**config.mk**
```make
export PLATFORM = sky130hd
export DESIGN_NAME = uart_frame_deframer
export DESIGN_NICKNAME = d
export VERILOG_FILES = /design/src/rtl/uart_frame_deframer.sv
export SDC_FILE = /design/constraint.sdc
export NUM_CORES = 1
export LEC_CHECK = 0
export CAP_MARGIN = 20
export CORE_MARGIN = 2
export CORE_UTILIZATION = 25
export CTS_CLUSTER_SIZE = 25
export DETAILED_ROUTE_END_ITERATION = 6
export GPL_ROUTABILITY_DRIVEN = 0
export SKIP_CTS_REPAIR_TIMING = 1
export SLEW_MARGIN = 10
export SYNTH_ARGS = -nofsm -noshare
export SYNTH_HDL_FRONTEND = slang
export SYNTH_SLANG_ARGS = --single-unit
export TNS_END_PERCENT = 20
```
**constraint.sdc**
```tcl
create_clock -name clk -period 5.76 [get_ports clk]
set_input_delay 0.576 -clock clk [delete_from_list [all_inputs] [get_ports clk]]
set_output_delay 0.576 -clock clk [all_outputs]
set_load 0.1 [all_outputs]
```
**src/rtl/uart_frame_deframer.sv**
```systemverilog
// Frame deframer behind the UART receiver: hunts SYNC, checks LEN/CSUM, buffers the payload
// and releases it on a valid/ready stream only once the whole command has verified.
module uart_frame_deframer #(
  parameter logic [7:0]  SYNC_BYTE      = 8'hA5,
  parameter int unsigned MAX_LEN        = 16,
  parameter int unsigned TIMEOUT_CYCLES = 2048
) (
  input  logic       clk,
  input  logic       rst_n,
  input  logic [7:0] rx_data,
  input  logic       rx_ready,
  input  logic       rx_error,
  output logic [7:0] m_data,
  output logic       m_valid,
  input  logic       m_ready,
  output logic       m_last,
  output logic       frame_ok,
  output logic       frame_err,
  output logic [2:0] err_code,
  output logic       busy
);

  localparam int unsigned LW    = $clog2(MAX_LEN + 1);
  localparam int unsigned AW    = (MAX_LEN > 1) ? $clog2(MAX_LEN) : 1;
  localparam int unsigned Depth = 1 << AW;
  localparam int unsigned TW    = $clog2(TIMEOUT_CYCLES);
  // Fires on the edge where the counter would reach TIMEOUT_CYCLES-1.
  localparam logic [TW-1:0] TmoFire = TW'(TIMEOUT_CYCLES - 2);

  localparam logic [2:0] ErrTimeout = 3'd0;
  localparam logic [2:0] ErrLen     = 3'd1;
  localparam logic [2:0] ErrCsum    = 3'd2;
  localparam logic [2:0] ErrLine    = 3'd3;
  localparam logic [2:0] ErrOverrun = 3'd4;

  typedef enum logic [2:0] {StHunt, StLen, StPayload, StCsum, StEmit} state_e;

  state_e        state_q, state_d;
  logic          rdy_q;
  logic [LW-1:0] len_q, len_d, idx_q, idx_d;
  logic [7:0]    csum_q, csum_d;
  logic [TW-1:0] tmo_q, tmo_d;
  logic [7:0]    m_data_q, m_data_d;
  logic          m_valid_q, m_valid_d;
  logic          m_last_q, m_last_d;
  logic          frame_ok_q, frame_ok_d;
  logic          frame_err_q, frame_err_d;
  logic [2:0]    err_code_q, err_code_d;
  logic [7:0]    buf_q [Depth];

  logic          byte_ev, in_frame, timeout, wr_en, err_set;
  logic [2:0]    err_val;
  logic [LW-1:0] last_idx, nxt_idx;

  assign byte_ev  = rx_ready & ~rdy_q;
  assign in_frame = (state_q == StLen) || (state_q == StPayload) || (state_q == StCsum);
  assign timeout  = in_frame && !byte_ev && (tmo_q == TmoFire);
  assign last_idx = len_q - LW'(1);
  assign nxt_idx  = idx_q + LW'(1);

  always_comb begin
    tmo_d = tmo_q;
    if (byte_ev || !in_frame) begin
      tmo_d = '0;
    end else if (tmo_q != '1) begin
      tmo_d = tmo_q + TW'(1);
    end
  end

  always_comb begin
    state_d     = state_q;
    len_d       = len_q;
    idx_d       = idx_q;
    csum_d      = csum_q;
    m_data_d    = m_data_q;
    m_valid_d   = m_valid_q;
    m_last_d    = m_last_q;
    frame_ok_d  = 1'b0;
    frame_err_d = 1'b0;
    err_code_d  = err_code_q;
    wr_en       = 1'b0;
    err_set     = 1'b0;
    err_val     = ErrTimeout;

    unique case (state_q)
      StHunt: begin
        if (byte_ev && !rx_error && rx_data == SYNC_BYTE) state_d = StLen;
      end
      StLen: begin
        if (byte_ev) begin
          if (rx_error) begin
            err_set = 1'b1;
            err_val = ErrLine;
          end else if (rx_data == 8'd0 || 32'(rx_data) > MAX_LEN) begin
            err_set = 1'b1;
            err_val = ErrLen;
          end else begin
            len_d   = rx_data[LW-1:0];
            csum_d  = rx_data;
            idx_d   = '0;
            state_d = StPayload;
          end
        end
      end
      StPayload: begin
        if (byte_ev) begin
          if (rx_error) begin
            err_set = 1'b1;
            err_val = ErrLine;
          end else begin
            wr_en  = 1'b1;
            csum_d = csum_q ^ rx_data;
            idx_d  = nxt_idx;
            if (idx_q == last_idx) state_d = StCsum;
          end
        end
      end
      StCsum: begin
        if (byte_ev) begin
          if (rx_error) begin
            err_set = 1'b1;
            err_val = ErrLine;
          end else if (rx_data == csum_q) begin
            frame_ok_d = 1'b1;
            idx_d      = '0;
            state_d    = StEmit;
          end else begin
            err_set = 1'b1;
            err_val = ErrCsum;
          end
        end
      end
      StEmit: begin
        // Overrun is reported but never disturbs the frame being released.
        if (byte_ev) begin
          frame_err_d = 1'b1;
          err_code_d  = ErrOverrun;
        end
        if (!m_valid_q) begin
          m_valid_d = 1'b1;
          m_data_d  = buf_q[idx_q[AW-1:0]];
          m_last_d  = (idx_q == last_idx);
        end else if (m_ready) begin
          if (m_last_q) begin
            m_valid_d = 1'b0;
            m_last_d  = 1'b0;
            state_d   = StHunt;
          end else begin
            idx_d    = nxt_idx;
            m_data_d = buf_q[nxt_idx[AW-1:0]];
            m_last_d = (nxt_idx == last_idx);
          end
        end
      end
      default: state_d = StHunt;
    endcase

    if (timeout) begin
      err_set = 1'b1;
      err_val = ErrTimeout;
    end
    if (err_set) begin
      frame_err_d = 1'b1;
      err_code_d  = err_val;
      state_d     = StHunt;
    end
  end

  always_ff @(posedge clk or negedge rst_n) begin
    if (!rst_n) begin
      state_q     <= StHunt;
      rdy_q       <= 1'b1;
      len_q       <= '0;
      idx_q       <= '0;
      csum_q      <= '0;
      tmo_q       <= '0;
      m_data_q    <= '0;
      m_valid_q   <= 1'b0;
      m_last_q    <= 1'b0;
      frame_ok_q  <= 1'b0;
      frame_err_q <= 1'b0;
      err_code_q  <= '0;
    end else begin
      state_q     <= state_d;
      rdy_q       <= rx_ready;
      len_q       <= len_d;
      idx_q       <= idx_d;
      csum_q      <= csum_d;
      tmo_q       <= tmo_d;
      m_data_q    <= m_data_d;
      m_valid_q   <= m_valid_d;
      m_last_q    <= m_last_d;
      frame_ok_q  <= frame_ok_d;
      frame_err_q <= frame_err_d;
      err_code_q  <= err_code_d;
    end
  end

  always_ff @(posedge clk) begin
    if (wr_en) buf_q[idx_q[AW-1:0]] <= rx_data;
  end

  assign m_data    = m_data_q;
  assign m_valid   = m_valid_q;
  assign m_last    = m_last_q;
  assign frame_ok  = frame_ok_q;
  assign frame_err = frame_err_q;
  assign err_code  = err_code_q;
  assign busy      = (state_q != StHunt);

endmodule

```
=== After elaboration in Yosys (flattened, before gate mapping) ===
Memory sizes are Yosys's and may differ from the RTL's.
Index checks and enable logic that the tools add are counted.

* Bits in registers: 48
* Bits in latches: 0
* Memory bits (writable): 128
* ROM bits: 0
* Input port bits: 13
* Output and inout port bits: 16
* Word-level logic and storage cells: 163
* Memories: 1

{| class="wikitable"
|+ Memories
! memory !! words !! bits a word !! read ports !! clocked after memory_dff !! wr ports !! line !! RTL
|-
| buf_q || 16 || 8 || 2 || 0 || 1 || 49 || <nowiki>logic [7:0] buf_q [Depth];</nowiki>
|}

* Add/sub/neg operators: 3
* Multiply operators: 0
* Divide/modulo/power cells: 0
* $lt $le $gt $ge: 1
* Equality and inequality tests: 36
* Shifts and indexed selects: 0
* Muxes and demuxes: 79
* Bitwise operators: 5
* Reductions and logical operators: 26

{| class="wikitable"
|+ Operators with widths
! cell !! number
|-
| 8-bit two-way mux || 8
|-
| 5-bit two-way mux || 11
|-
| 3-bit two-way mux || 18
|-
| 3-bit != test (second input constant) || 11
|-
| 1-bit two-way mux || 28
|-
| 2-bit != test (second input constant) || 12
|-
| 11-bit two-way mux || 2
|-
| 5-bit case mux with 4 select lines || 1
|-
| 8-bit case mux with 2 select lines || 1
|-
| 3-bit case mux with 5 select lines || 1
|-
| 2-bit two-way mux || 7
|-
| 13-bit AND reduction || 1
|-
| 12-bit AND reduction || 1
|-
| 11-bit by 1-bit adder with 11-bit output (second input constant) || 1
|-
| 11-bit == test (second input constant) || 1
|-
| 11-bit != test (second input constant) || 1
|-
| 5-bit == test || 2
|-
| 8-bit == test || 1
|-
| 8-bit == test (second input constant) || 1
|-
| 8-bit by 5-bit greater-than comparator with 1-bit output (second input constant) || 1
|-
| 8-bit zero test || 1
|-
| 2-bit nonzero test || 4
|-
| 8-bit XOR || 1
|-
| 3-bit by 2-bit == test with 1-bit output (second input constant) || 2
|-
| 20 further kinds || 32
|}

=== Logic depth before layout (Yosys ltp) ===
* Depth in word-level cells: 9
* Mapped depth: 14
* Depth with buffers taken out: 8

=== Worst setup path before layout ===
No wires, ideal clock.

* Path type: reg2reg
* Start point: register idx_q[0]
* End point: register m_data_q[5], in the netlist m_data[5]
* Library setup time: 0.137 ns
* Arrival: 2.880 ns
* Required time: 5.623 ns
* Slack: 2.743 ns
* Stages on the path, launching flop included: 15
* Buffers on the path: 6
* Period minus slack after synthesis: 3.017 ns
* Cells stage by stage: dfrtp_1 > buf_2 > buf_6 > buf_4 > buf_2 > inv_1 > ha_1 > buf_4 > buf_4 > mux4_2 > and2_1 > a211oi_1 > a31oi_1 > mux2i_1 > a21oi_1

* Cells in the longest elaborated chain, start to end: 5

{| class="wikitable"
|+ RTL lines
! element !! line !! RTL
|-
| from (decl) || 40 || <nowiki>logic [LW-1:0] len_q, len_d, idx_q, idx_d;</nowiki>
|-
| from (signal assigned) || 187 || <nowiki>idx_q <= idx_d;</nowiki>
|-
| 5-bit by 1-bit adder with 5-bit output || 59 || <nowiki>assign nxt_idx = idx_q + LW'(1);</nowiki>
|-
| memory read 16 x 8 bit (*) || - ||
|-
| 8-bit two-way mux || 144 || <nowiki>if (m_last_q) begin</nowiki>
|-
| 8-bit two-way mux || 143 || <nowiki>end else if (m_ready) begin</nowiki>
|-
| 8-bit two-way mux (*) || 139 || <nowiki>if (!m_valid_q) begin</nowiki>
|-
| to (signal assigned) || 190 || <nowiki>m_data_q <= m_data_d;</nowiki>
|-
| to (decl) || 43 || <nowiki>logic [7:0] m_data_q, m_data_d;</nowiki>
|}

Mark *: on every way between the ends. The rest lies on a longest branch, timed or not. The select of a mux whose other input is x is not followed.
A chain may end at the register's enable or synchronous reset.

=== Final worst setup path ===
* Start point: register idx_q[0]
* End point: register m_data_q[6], in the netlist m_data[6]

The elaborated chain is that of the path after synthesis.

==> metrics <==
power per cell area 439 nW/um^2; synth unique cells 61; leading cell type in the layout, fill and taps excluded edfxtp_1; status complete, no violations; DRT Pass-1 Iters 5; routed length per instance 18.8 um; largest net degree at the start of global routing 51; FF+latch area 5050 um^2; fin crit share 0.594; Fin. Hold Viols 0; crit path time final 3420 ps; total wire length 20.3 mm; Core Area 34600 um^2; RSZ-0062 raised after global routing false; sequential area share after synthesis 0.572; DRT antenna net count 0; share of layout cells above drive strength 1 0.220; Synth area leaders edfxtp_1 44%, mux4_2 18%, dfrtp_1 13%; CTS tree yes; clock share of power 0.251; share of the synthesized area in the top cell type 0.436; flops & latches, synth 176; EDFF count, synth 128; global-route wire length before repair 31.8 mm; Max Root-Sink Buffers 2; H-tree levels 4; die footprint 36800 um^2; Slew HR 0.277; number of global-route vias before repair 5237; ANT cells 0; Int Pwr 2900 uW; die extent in y 192 um; leakage 0.00335 uW; GRT Util Overall 0.116; antenna violations before repair 0; max_cap viols 0; sequential share of power 0.347; initial core utilization 0.255; FMAX 0.292 GHz; Yosys warnings 0; Iteration-0 DRC Markers 505; Comb pwr share 0.402; Clock Skew 7.25 ps; WS Path Type flip-flop to flip-flop; Arr. time, crit path 3700 ps; Setup Viol. Count Final 0; ys flop type edfxtp_1; Synth Cell Area 8810 um^2; clock tree sinks 176; grt total ovfl 0; area of the multi-input gates 3570 um^2; Critical Path End Type flip-flop; max-slew violations 0; CTS root buf clkbuf_16; Num CTS Buffers 17; Clock Latency Late Sink 440 ps; IO Pins 29; Clock Pin Slew Worst Setup and Hold Paths 70 ps; commonest non-fill, non-tap cells in the layout 128 x edfxtp_1, 72 x mux4_2, 46 x dfrtp_1, 43 x nor2_1, 38 x nand2_1; Sw Pwr 1540 uW; setup TNS 0 ps; sw frac 0.347; # fillers 3396; Max VDD drop 224 uV; Crit Path Max Fanout 26; Die X 192 um; I/O Buffers 28; Net Count, Synth 611; hold crit path type primary input to asynchronous set/reset pin; WP data required 6040 ps; Via density 4.79; DR vias 5181; worst slew pin tran 1080 ps; post-synth top area cell edfxtp_1; total power 4450 uW; NumNets Final 633; Mean Syn Cell Area 14.9 um^2; Gate Count Post-Synth 591; Area Growth Syn to Fin 14.9%; DRC 0; Row Count 68; ys async rst share 0.273; HPWL Detailed 13.3 mm; crit start category flip-flop
[power by group through the flow]
| stage | combinational (uW) | clock (uW) | sequential, uW |
|---|---|---|---|
| 6_report | 1790 | 1110 | 1540 |
| 4_1_cts | 1810 | 1140 | 1550 |
| 3_3_place_gp | 1800 | 0 | 1570 |
| 5_1_grt | 1950 | 1190 | 1560 |
| 2_1_floorplan | 1440 | 0 | 1590 |
| 3_5_place_dp | 1800 | 0 | 1570 |
[flip-flops by register name (all words and copies together) (netlist names), 3 cells and up]
signal    count
buf_q       128
csum_q        8
err_code      3
idx_q         5
len_q         5
m_data        8
state_q       3
tmo_q        11
[cell usage after synthesis, types with 2 or more instances]
master and count:
a211oi_1 10, a21oi_1 26, a21oi_2 2, a31oi_1 10, and2_1 15, and3_1 2
buf_2 12, buf_4 4, buf_6 5, clkbuf_1 11, dfrtp_1 47, edfxtp_1 128
ha_1 7, inv_1 10, mux2_2 3, mux2i_1 8, mux4_2 72, nand2_1 38
nand2b_1 9, nand3_1 17, nand3b_1 2, nand4_1 7, nor2_1 43, nor2b_1 3
nor3_1 12, nor3b_1 2, nor4_1 3, nor4bb_1 2, o211ai_1 2, o21ai_0 17
o21ai_1 3, o22ai_1 2, o31ai_1 3, xnor2_1 22, xor2_1 6
[per-stage QoR]
step           cells   util  area, um^2  setup WS (ps)  hold WS (ps)
2_1_floorplan    591      -        8810           2740           280
4_1_cts         1081  0.293       10100           2270           280
5_1_grt         1081  0.293       10100           2020           317
3_3_place_gp    1049  0.276        9570           2300           504
3_5_place_dp    1049  0.276        9570           2280           496
6_report        1081  0.293       10100           2340           264
[logic make-up (layout without fill, tap and decap cells)]
kind of cell	after synthesis	count (layout)	synth area share
flops	176	176	0.572
simple gates	164	164	0.0937
compound gates	86	86	0.0653
mux	84	84	0.199
buf+inv	44	79	0.0265
xor+xnor	30	30	0.0335
fa+ha+maj	7	7	0.00994
[worst max-delay path, cell delays in order (launching register included)]
cell      delay, ps
dfrtp_4         630
inv_1           120
ha_2            940
mux4_2          620
and2_1          170
a211oi_1        400
a31oi_1          80
mux2i_1         180
a21oi_1          90
[per-layer routing]
layer	global-route usage	part of all wire
met3	0.0230	0.048
met5	0	0
met2	0.184	0.48
met1	0.159	0.45
met4	0.0382	0.015
[layout make-up]
class                      instances  area share
inverter                          10     0.00371
clock buffer                      19      0.0427
tap                              455      0.0562
multi-input combinational        371       0.352
sequential                       176       0.499
timing repair buffer              37      0.0338
clock inverter                    13      0.0127
[final timing paths]
check	from	depth (start not counted)	slack, ps	to
setup / recovery	idx_q[0]	8	2340	m_data[6]
hold / removal	rst_n	2	260	tmo_q[2]
setup reg to reg	idx_q[0]	8	2340	m_data[6]
hold reg to reg	err_code[2]	2	510	err_code[2]
max in group asynchronous	rst_n	2	4990	idx_q[0]
min in group clk	err_code[2]	2	510	err_code[2]
Note: power is estimated with default switching activity, not from simulation.
